$ cat config.mk
export PLATFORM = sky130hd
export DESIGN_NAME = uart_prog_loader
export DESIGN_NICKNAME = d
export VERILOG_FILES = /design/src/rtl/uart_prog_loader.sv
export SDC_FILE = /design/constraint.sdc
export NUM_CORES = 1
export LEC_CHECK = 0
export ABC_AREA = 0
export CAP_MARGIN = 20
export CORE_ASPECT_RATIO = 2
export CORE_MARGIN = 2
export CORE_UTILIZATION = 55
export DETAILED_ROUTE_END_ITERATION = 6
export PLACE_DENSITY = 0.8
export SKIP_LAST_GASP = 1
export SLEW_MARGIN = 20
export SYNTH_ARGS = -nofsm -noshare
export SYNTH_HDL_FRONTEND = slang
export SYNTH_SLANG_ARGS = --single-unit
$ cat constraint.sdc
create_clock -name clk -period 2.7 [get_ports clk]
set_clock_uncertainty 0.1 [all_clocks]
set_input_delay 0.27 -clock clk [delete_from_list [all_inputs] [get_ports clk]]
set_output_delay 0.27 -clock clk [all_outputs]
set_load 0.01 [all_outputs]
$ cat src/rtl/uart_prog_loader.sv
// uart_prog_loader: UART 8N1 program loader writing little-endian 32-bit words to memory, then pulsing CPU_start.
// Optional trailing XOR checksum byte when LOADER_CHECKSUM_EN is defined.
module uart_prog_loader #(
  parameter int          CLKS_PER_BIT = 434,
  parameter int          MAX_WORDS    = 256,
  parameter logic [31:0] BASE_ADDR    = 32'h0000_0000
) (
  input  logic        clk,
  input  logic        reset_n,
  input  logic        uart_rx,
  output logic        Ext_MemWrite,
  output logic [31:0] Ext_WriteData,
  output logic [31:0] Ext_DataAdr,
  output logic        CPU_start,
  output logic        busy,
  output logic        load_error,
  output logic [15:0] words_loaded
);
  localparam int CW = $clog2(CLKS_PER_BIT);
  localparam logic [CW-1:0] C_FULL = CW'(CLKS_PER_BIT - 1);
  localparam logic [CW-1:0] C_HALF = CW'(CLKS_PER_BIT / 2 - 1);

  typedef enum logic [1:0] {RX_IDLE, RX_START, RX_DATA, RX_STOP} rx_state_t;
  typedef enum logic [2:0] {
    S_IDLE, S_LEN_HI, S_DATA, S_WRITE,
`ifdef LOADER_CHECKSUM_EN
    S_CHECK,
`endif
    S_DONE, S_ERROR
  } state_t;

  rx_state_t     r_rx_state, w_rx_next;
  logic          r_rx_meta, r_rx_sync;
  logic [CW-1:0] r_clk_cnt;
  logic [2:0]    r_bit_idx;
  logic [7:0]    r_rx_shift;
  logic          w_cnt_full, w_cnt_half, w_byte_valid, w_frame_err;

  state_t        r_state, w_next;
  logic [15:0]   r_len, r_words, w_len_n;
  logic [1:0]    r_byte_idx;
  logic [23:0]   r_word;
  logic [31:0]   r_wdata, r_addr;
  logic          w_len_bad, w_last;
`ifdef LOADER_CHECKSUM_EN
  logic [7:0]    r_csum;
`endif

  // two-flop synchroniser for the asynchronous serial input, idles high
  always_ff @(posedge clk or negedge reset_n) begin
    if (!reset_n) begin
      r_rx_meta <= 1'b1;
      r_rx_sync <= 1'b1;
    end else begin
      r_rx_meta <= uart_rx;
      r_rx_sync <= r_rx_meta;
    end
  end

  assign w_cnt_full = r_clk_cnt == C_FULL;
  assign w_cnt_half = r_clk_cnt == C_HALF;

  // receiver state register
  always_ff @(posedge clk or negedge reset_n) begin
    if (!reset_n) r_rx_state <= RX_IDLE;
    else          r_rx_state <= w_rx_next;
  end

  // receiver next state: start re-checked at half bit, data and stop sampled mid-bit
  always_comb begin
    w_rx_next = r_rx_state;
    case (r_rx_state)
      RX_IDLE:  if (!r_rx_sync) w_rx_next = RX_START;
      RX_START: if (w_cnt_half) w_rx_next = r_rx_sync ? RX_IDLE : RX_DATA;
      RX_DATA:  if (w_cnt_full && r_bit_idx == 3'd7) w_rx_next = RX_STOP;
      RX_STOP:  if (w_cnt_full) w_rx_next = RX_IDLE;
      default:  w_rx_next = RX_IDLE;
    endcase
  end

  // receiver bit timer and LSB-first shift register
  always_ff @(posedge clk or negedge reset_n) begin
    if (!reset_n) begin
      r_clk_cnt  <= '0;
      r_bit_idx  <= '0;
      r_rx_shift <= '0;
    end else begin
      case (r_rx_state)
        RX_START: r_clk_cnt <= w_cnt_half ? '0 : r_clk_cnt + 1'b1;
        RX_DATA: begin
          r_clk_cnt <= w_cnt_full ? '0 : r_clk_cnt + 1'b1;
          if (w_cnt_full) begin
            r_rx_shift <= {r_rx_sync, r_rx_shift[7:1]};
            r_bit_idx  <= r_bit_idx + 1'b1;
          end
        end
        RX_STOP: r_clk_cnt <= w_cnt_full ? '0 : r_clk_cnt + 1'b1;
        default: begin
          r_clk_cnt <= '0;
          r_bit_idx <= '0;
        end
      endcase
    end
  end

  // receiver outputs: byte strobe or framing error at the stop-bit sample
  always_comb begin
    w_byte_valid = r_rx_state == RX_STOP && w_cnt_full && r_rx_sync;
    w_frame_err  = r_rx_state == RX_STOP && w_cnt_full && !r_rx_sync;
  end

  assign w_len_n   = {r_rx_shift, r_len[7:0]};
  assign w_len_bad = w_len_n == 16'd0 || {1'b0, w_len_n} > 17'(MAX_WORDS);
  assign w_last    = r_words + 16'd1 == r_len;

  // loader state register
  always_ff @(posedge clk or negedge reset_n) begin
    if (!reset_n) r_state <= S_IDLE;
    else          r_state <= w_next;
  end

  // loader next state; a framing error anywhere is fatal until reset
  always_comb begin
    w_next = r_state;
    case (r_state)
      S_IDLE:   if (w_byte_valid) w_next = S_LEN_HI;
      S_LEN_HI: if (w_byte_valid) w_next = w_len_bad ? S_ERROR : S_DATA;
      S_DATA:   if (w_byte_valid && r_byte_idx == 2'd3) w_next = S_WRITE;
`ifdef LOADER_CHECKSUM_EN
      S_WRITE:  w_next = w_last ? S_CHECK : S_DATA;
      S_CHECK:  if (w_byte_valid) w_next = r_rx_shift == r_csum ? S_DONE : S_ERROR;
`else
      S_WRITE:  w_next = w_last ? S_DONE : S_DATA;
`endif
      S_DONE:   w_next = S_IDLE;
      S_ERROR:  w_next = S_ERROR;
      default:  w_next = S_IDLE;
    endcase
    if (w_frame_err) w_next = S_ERROR;
  end

  // loader datapath: length capture, word assembly, write address/data, word count
  always_ff @(posedge clk or negedge reset_n) begin
    if (!reset_n) begin
      r_len      <= '0;
      r_words    <= '0;
      r_byte_idx <= '0;
      r_word     <= '0;
      r_wdata    <= '0;
      r_addr     <= '0;
`ifdef LOADER_CHECKSUM_EN
      r_csum     <= '0;
`endif
    end else begin
      case (r_state)
        S_IDLE: if (w_byte_valid) r_len <= {8'h00, r_rx_shift};
        S_LEN_HI: if (w_byte_valid && !w_len_bad) begin
          r_len      <= w_len_n;
          r_words    <= '0;
          r_byte_idx <= '0;
`ifdef LOADER_CHECKSUM_EN
          r_csum     <= '0;
`endif
        end
        S_DATA: if (w_byte_valid) begin
          r_word     <= {r_rx_shift, r_word[23:8]};
          r_byte_idx <= r_byte_idx + 1'b1;
`ifdef LOADER_CHECKSUM_EN
          r_csum     <= r_csum ^ r_rx_shift;
`endif
          if (r_byte_idx == 2'd3) begin
            r_wdata <= {r_rx_shift, r_word};
            r_addr  <= BASE_ADDR + {14'd0, r_words, 2'b00};
          end
        end
        S_WRITE: r_words <= r_words + 16'd1;
        default: ;
      endcase
    end
  end

  // loader outputs decoded from state
  always_comb begin
    Ext_MemWrite = r_state == S_WRITE;
    CPU_start    = r_state == S_DONE;
    load_error   = r_state == S_ERROR;
`ifdef LOADER_CHECKSUM_EN
    busy = r_state == S_LEN_HI || r_state == S_DATA || r_state == S_WRITE || r_state == S_CHECK;
`else
    busy = r_state == S_LEN_HI || r_state == S_DATA || r_state == S_WRITE;
`endif
  end

  assign Ext_WriteData = r_wdata;
  assign Ext_DataAdr   = r_addr;
  assign words_loaded  = r_words;
endmodule

### Word-level counts from Yosys, hierarchy flattened

Cells that the tools add are included.

* register bits after elaboration: 133
* input port bits: 3
* word-level logic and storage cells: 100

* add/subtract/negate cells: 4
* order comparisons: 1
* eq/ne operators: 24
* mux-type cells: 26
* bitwise operators: 2
* reduce and logical (&&, ||, !) cells: 29

Operators with widths (count)
* $pmux W16 S2: 2
* $mux W16: 3
* $mux W3: 7
* $mux W9: 2
* $pmux W9 S2: 1
* $add A16 B1 Y16 const B: 1
* $eq A16 B16 Y1: 1
* $gt A16 B9 Y1 const B: 1
* $logic_not A16 Y1: 1
* $ne A2 B2 Y1 const B: 8
* $pmux W3 S5: 1
* $reduce_and A3 Y1: 5
* $mux W2: 7
* $add A9 B1 Y9 const B: 1
* $eq A3 B3 Y1 const B: 3
* $eq A9 B8 Y1 const B: 1
* $eq A9 B9 Y1 const B: 1
* $ne A3 B3 Y1 const B: 3
* $pmux W2 S4: 1
* $reduce_and A2 Y1: 4
* $eq A2 B2 Y1 const B: 3
* $eq A3 B2 Y1 const B: 2
* $logic_and A1 B1 Y1: 6
* $pmux W3 S2: 1
* other kinds (13): 20

### Logic depth before layout (Yosys ltp)

* depth after elaboration: 7
* mapped depth: 9
* depth with buffers taken out: 8

### Worst setup path before layout

No wires, ideal clock.

* path kind: register to register
* start point: register r_len[5]
* end point: register r_words[12] (netlist: words_loaded[12])
* library setup time: 134 ps
* data arrival time: 1941 ps
* required time: 2466 ps
* setup slack: 525 ps
* stages on the path, launching flop included: 8
* buffers on the path: 1
* period minus slack after synthesis: 2175 ps
* cell sequence: dfrtp_1 -> or4_4 -> o21ai_1 -> nor3b_2 -> a41oi_4 -> buf_6 -> o21ai_2 -> o41ai_1

* word-level cells in the longest chain between the ends: 6
* elaborated cells between the ends (all ways): 7
* those cells by class: order compare: 1; eq/ne: 1; reduce/logical: 5

Ends and longest elaborated chain
* start: declaration: line 40 `logic [15:0] r_len, r_words, w_len_n;`
* start signal: assignment: line 156 `S_IDLE: if (w_byte_valid) r_len <= {8'h00, r_rx_shift};`
* start signal: assignment: line 158 `r_len <= w_len_n;`
* $gt A16 B9 Y1 or $logic_not A16 Y1 (tied branches): line 113 `assign w_len_bad = w_len_n == 16'd0 || {1'b0, w_len_n} > 17'(MAX_WORDS);`
* $logic_or A1 B1 Y1 (*): line 113
* $logic_not A1 Y1 (*): line 157 `S_LEN_HI: if (w_byte_valid && !w_len_bad) begin`
* $logic_and A1 B1 Y1 (*): line 157
* $ne A2 B2 Y1 (no line) (*)
* $reduce_and A2 Y1 (no line) (*)
* end signal: assignment: line 176 `S_WRITE: r_words <= r_words + 16'd1;`
* end: declaration: line 40

Mark *: on every way between the ends. The rest lies on a longest branch, timed or not.
A chain may end at the register's enable or synchronous reset.

### Final worst setup path

* start point: register r_state[2]
* end point: output Ext_MemWrite

* word-level cells in the longest chain between the ends: 1

Ends and longest elaborated chain
* start: declaration: line 39 `state_t r_state, w_next;`
* start signal: assignment: line 119 `else r_state <= w_next;`
* $eq A3 B2 Y1: line 184 `Ext_MemWrite = r_state == S_WRITE;`
* end: declaration: line 11 `output logic Ext_MemWrite,`

Every way passes these cells.

==> flow_metrics.tcl <==
set metrics [dict create \
    status "finished clean" \
    cts.sinks 133 \
    grt_use_total 0.254 \
    crit_slowest_cell "clkdlybuf4s50_1" \
    worst_pin_slew_ns 0.681 \
    avgSynthCellArea_um2 11.6 \
    finalPower_mw 4.16 \
    ios 87 \
    cpPeakStageDelay_ns 0.61 \
    cts_buffers 17 \
    root_buffer "clkbuf_16" \
    grt_pass1_vias 4802 \
    gp_congestion 0.988 \
    postRouteAntennaNets 0 \
    grt_max_degree 53 \
    finalCritPeriodShare 0.944 \
    drc 0 \
    synth_top_area_cell "dfrtp_1" \
    path_cells "inv_1 -> nand3_1 -> inv_1 -> clkdlybuf4s50_1" \
    syn_area_um2 6260 \
    drv_cap 0 \
    grtUsageMet2 0.457 \
    layout.nets 637 \
    htree_levels 4 \
    path_common_cell "inv_1" \
    critPathKind "register to output pin" \
    route.vias.total 4576 \
    grt_first_pass_wirelength_um 23600 \
    end_kind "output pin" \
    synth-seq-cells 133 \
    hpwl_um 10200 \
    clock_path_buffers 2 \
    wl_um 14400 \
    synth_top_cell_area_share 0.524 \
    synth_edf_count 0 \
    fp.coreArea_um2 11200 \
    period_needed_ns 2.55 \
    met3_usage 0.0543 \
    synthDistinctLibCells 61 \
    start_kind "register" \
    hold_path_class "primary input to register" \
    die_area_um2 12300 \
    die_height_um 155 \
    cts_tree "yes" \
    final_max_slew_viol_count 0 \
    port_buffers 70 \
    reg2reg_slack_ns 0.21 \
    rsz0062_at_grt "no" \
    area_growth_pct 23.4 \
    rows 55 \
    avgViaCountPerCell 5.85 \
    firstDrtPassIters 4 \
    power.density_nw_per_um2 538 \
    setup_viol 0 \
    initial_core_util 0.558 \
    cts.reportedPaths.clkPinSlew_ns 0.05 \
    tns_ns 0 \
    layout_commonest_cell "dfrtp_1" \
    fp.dieW_um 79.4 \
    syn_inst 538 \
    synthFlopType "dfrtp_1" \
    layout_common_cells "dfrtp_1 (131), mux2_2 (79), clkdlybuf4s50_1 (69), nand2_1 (44), o21ai_0 (32)" \
    hold_viol_final 0 \
    max_freq_mhz 392 \
    antenna_cells 0 \
    clk-insertion-delay-late_ns 0.41 \
    layout-drive-gt1-share 0.248 \
    path_max_fanout 8 \
    gr-total-overflow 0 \
    grt_use_met1 0.256 \
    yosys_warnings 0 \
    drt_iter0_drc 196 \
    synth_seq_area_share 0.532 \
    timing.slew.headroom 0.545 \
    netlist_top_cells_area "dfrtp_1 (52%), mux2_2 (14%), nand2_1 (2.6%), o21ai_0 (2.6%), buf_4 (2.2%)" \
    p_leak_nw 3.60 \
    top_usage_layer "met2" \
    peakVddDrop_mv 0.522 \
    arrival_ns 2.18 \
    cts_resized 0 \
    cp_data_required_time_ns 2.33 \
    post_drt_wl_per_cell_um 18.5 \
    antenna_found_initial 0 \
    synthArstFlopShare 1.00 \
]
[metrics by stage]
stage                     setup WS [ns]  instance area, µm²  utilization  hold WS, ns  cells
after global routing             0.0518                7720        0.688        0.165    782
after floorplan                   0.525                6310            -       -0.126    553
after global placement            0.408                7160        0.638        0.212    749
final                             0.151                7720        0.688        0.163    782
after detailed placement          0.310                7160        0.638        0.225    749
after CTS                         0.178                7720        0.688        0.149    782
[per-layer routing]
layer  routed length [µm]  share of wire
met2                 7980           0.55
met5                    0              0
met1                 5070           0.35
met4                  819          0.057
met3                  575          0.040
[worst paths after layout]
check / from / endpoint / depth (start not counted)
worst max-delay path: r_state[2] / Ext_MemWrite / 4
worst min-delay path: uart_rx / r_rx_meta / 1
worst max register to register: r_len[1] / words_loaded[13] / 8
worst min register to register: r_rx_meta / r_rx_sync / 0
max in group asynchronous: reset_n / r_rx_meta / 3
min in group asynchronous: reset_n / words_loaded[7] / 2
[final cells by class]
type                       count  area (µm²)
multi-input combinational    362        2670
timing repair buffer         101         946
fill                         818        3500
clock inverter                11        77.6
inverter                      12        45.0
clock buffer                  21         470
sequential                   133        3330
tap                          142         178
[cell families after synthesis]
logic type               count (synthesis)  share of synthesized area
AO/OA/AOI/OAI                           84                     0.0942
flip-flops                             133                      0.532
multiplexers                            81                      0.145
XOR/XNOR                                27                     0.0378
AND/OR/NAND/NOR                        147                      0.126
adder cells (fa/ha/maj)                  7                     0.0140
buffers and inverters                   58                     0.0496
other                                    1                   0.000599
[worst max-delay path: cells and delay by family (launching register included)]
kind | cells | cell delay (ns)
DFF | 1 | 0.49
and+or+nand+nor | 1 | 0.12
buffers and inverters | 3 | 1.15
[Yosys cell counts (12+ instances only)]
cell type,instances
inv_1,12
o21ai_0,32
xor2_1,12
buf_4,18
nor2_1,25
clkbuf_1,13
mux2_2,79
dfrtp_1,131
buf_2,14
xnor2_1,15
nand2_1,44
nand3_1,13
[state kept, by name, summed over array words and instances (netlist names), 2 cells and up, named ones only]
| register | count |
|---|---|
| r_state | 3 |
| Ext_DataAdr | 16 |
| r_bit_idx | 3 |
| r_byte_idx | 2 |
| r_rx_shift | 8 |
| Ext_WriteData | 32 |
| r_clk_cnt | 9 |
| r_word | 24 |
| words_loaded | 16 |
| r_len | 16 |
[power by group]
group          internal (mW)  switching [mW]
Sequential              2.00         0.00304
Combinational        0.00836          0.0497
Clock                   1.24           0.853
[timing repair]
| item | 4_1_cts | 5_1_grt |
|---|---|---|
| buffers inserted | 0 | 0 |
| endpoints found under the hold margin | 45 | 0 |
| hold buffers | 1 | 0 |
No activity file was read; power rests on OpenSTA's default activity.
==> RTL edit: new RTL, config.mk and constraints unchanged <==
The option `LOADER_CHECKSUM_EN` is turned on by a define.
--- a/src/rtl/uart_prog_loader.sv
+++ b/src/rtl/uart_prog_loader.sv
@@ -1,5 +1,7 @@
 // uart_prog_loader: UART 8N1 program loader writing little-endian 32-bit words to memory, then pulsing CPU_start.
 // Optional trailing XOR checksum byte when LOADER_CHECKSUM_EN is defined.
+`define LOADER_CHECKSUM_EN
+
 module uart_prog_loader #(
   parameter int          CLKS_PER_BIT = 434,
   parameter int          MAX_WORDS    = 256,
Formal check against the unedited RTL: no difference found for any inputs over 10 cycles, from zero or initial values and one cycle with reset_n low; that may be too few to reach the edited logic, so the function may still have changed.
==> RTL edit against the original RTL <==
Setup slack improved by 0.016 ns; routed wire length up 2.6%; cell area grew 6.3%; largest power group unchanged; via count increased by 3.6%; largest cell class unchanged; count of clock-buffer cells in the layout decreased by 4; sequential cell count is 8 higher; highest routed layer unchanged; critical path depth increased by 3; synthesized area increased by 9.0%; power increased by 10%.
==> RTL edit: results (changes against the original RTL) <==
| Metric | Value |
|---|---|
| Global Route met2 Usage | 42.85% (-2.8 points) |
| Max reg flops | 32 (unchanged) |
| Mux cell area share after synthesis | 15.08% (+0.54 points) |
| XOR/XNOR share of the synthesized area | 4.842% (+1.1 points) |
| Vias in the first global route | 4950 (+3.1%) |
| Critical-path top delay cell | dfrtp_1 |
| Clock tree buffer depth | 2 (unchanged) |
| CP arrival | 2.75 ns (+0.57 ns) |
| Post-synthesis sequential area ratio | 51.76% (-1.5 points) |
| Worst-Margin Slew | 0.6245 ns (-0.05692 ns) |
| Met3 Use GR | 4.525% (-0.90 points) |
| Final WL | 14830 microns (+2.6%) |
| Initial DRC Count | 301 (+54%) |
| Static leakage | 3.993 nW (+11%) |
| Compound-cell area share of the yosys netlist | 7.924% (-1.5 points) |
| Maximum vdd ir drop | 0.5129 mV (-1.8%) |
| Yosys cell types | 70 (+15%) |
| Routability cong. | 0.9221 (-6.7%) |
| WL met1 | 5275 microns (+4.0%) |
| CTS buffer count | 17 (unchanged) |
| Adder-cell share of the synthesized area | 1.431% (+0.031 points) |
| Clk Latency, worst-skew pair | 0.42 ns |
| First-pass GRT wire length | 24250 microns (+2.9%) |
| Largest net degree at the start of global routing | 70 (+32%) |
| Clk slew on worst S/H paths | 0.06 ns |
| Status | completed |
| Vias | 4742 (+3.6%) |
| Met3 Wirelength | 521 microns (-9.4%) |
| Initial antenna violation count | 0 (unchanged) |
| Synth top cells by count | dfrtp_1 (139), mux2_2 (61), nand2_1 (45) |
| GRT Overall Usage | 24.14% (-1.2 points) |
| DRT Pass-1 Iters | 5 (+1) |
| Grt met1 use | 25.28% (-0.35 points) |
| Detailed placement HPWL | 10400 microns (+1.6%) |
| Top post-synthesis cells by area | dfrtp_1 (51%), mux2_2 (10%), mux2_4 (4.4%) |
| Worst slack, placed | 0.1642 ns (-0.1456 ns) |
RTL edit: cell types whose count changed after synthesis, sizes merged, moves of 5 or more:
cell	before	now
o21ai	40	35
a21oi	7	18
or2	0	6
a22o	6	1
xor2	12	21
buf	33	39
dfrtp	131	139
a31oi	6	11
RTL edit: path summary, 6_finish.rpt:
kind,from,endpoint,slack [ns],depth (start not counted)
worst min register to register,r_rx_meta,r_rx_sync,0.25,0
worst max register to register,words_loaded[0],r_state[1],0.17,7
min in group asynchronous,reset_n,Ext_WriteData[1],0.31,2
worst max-delay path,words_loaded[0],r_state[1],0.17,7
worst min-delay path,uart_rx,r_rx_meta,0.16,1
max in group asynchronous,reset_n,words_loaded[4],1.42,3
RTL edit: cell type report:
| class | instances | area (sq um) |
|---|---|---|
| fillers | 876 | 3921 |
| flip-flops and latches | 141 | 3531 |
| multi-input cells | 389 | 2942 |
| repair buffers | 95 | 904.6 |
| clock buffers | 17 | 425.4 |
| clock inverters | 15 | 186.4 |
| well taps | 147 | 183.9 |
| inverters | 8 | 30.03 |
RTL edit: metrics by stage:
stage	cell area, sq um	cells
detailed placement	7581	779
global route	8203	812
floorplan	6878	594
CTS	8203	812
finish	8203	812
global placement	7581	779
RTL edit: critical path, delay by kind of cell (launching register included):
kind            cells  cell delay, ns
xor+xnor            1            0.39
fa+ha+maj           1            0.29
flops               1            0.45
simple gates        4            1.00
compound gates      1            0.19
RTL edit: repair_timing:
| action | 4_1_cts | 5_1_grt |
|---|---|---|
| resized for setup | 0 | 0 |
| setup buffers | 0 | 0 |
| hold buffers | 1 | 0 |
| endpoints found under the hold margin | 65 | 0 |
RTL edit: power breakdown:
group,total [mW],internal (mW),switching [mW]
Sequential,2.12,2.12,0.00243
Clock,2.41,1.47,0.941
Combinational,0.0600,0.00836,0.0516
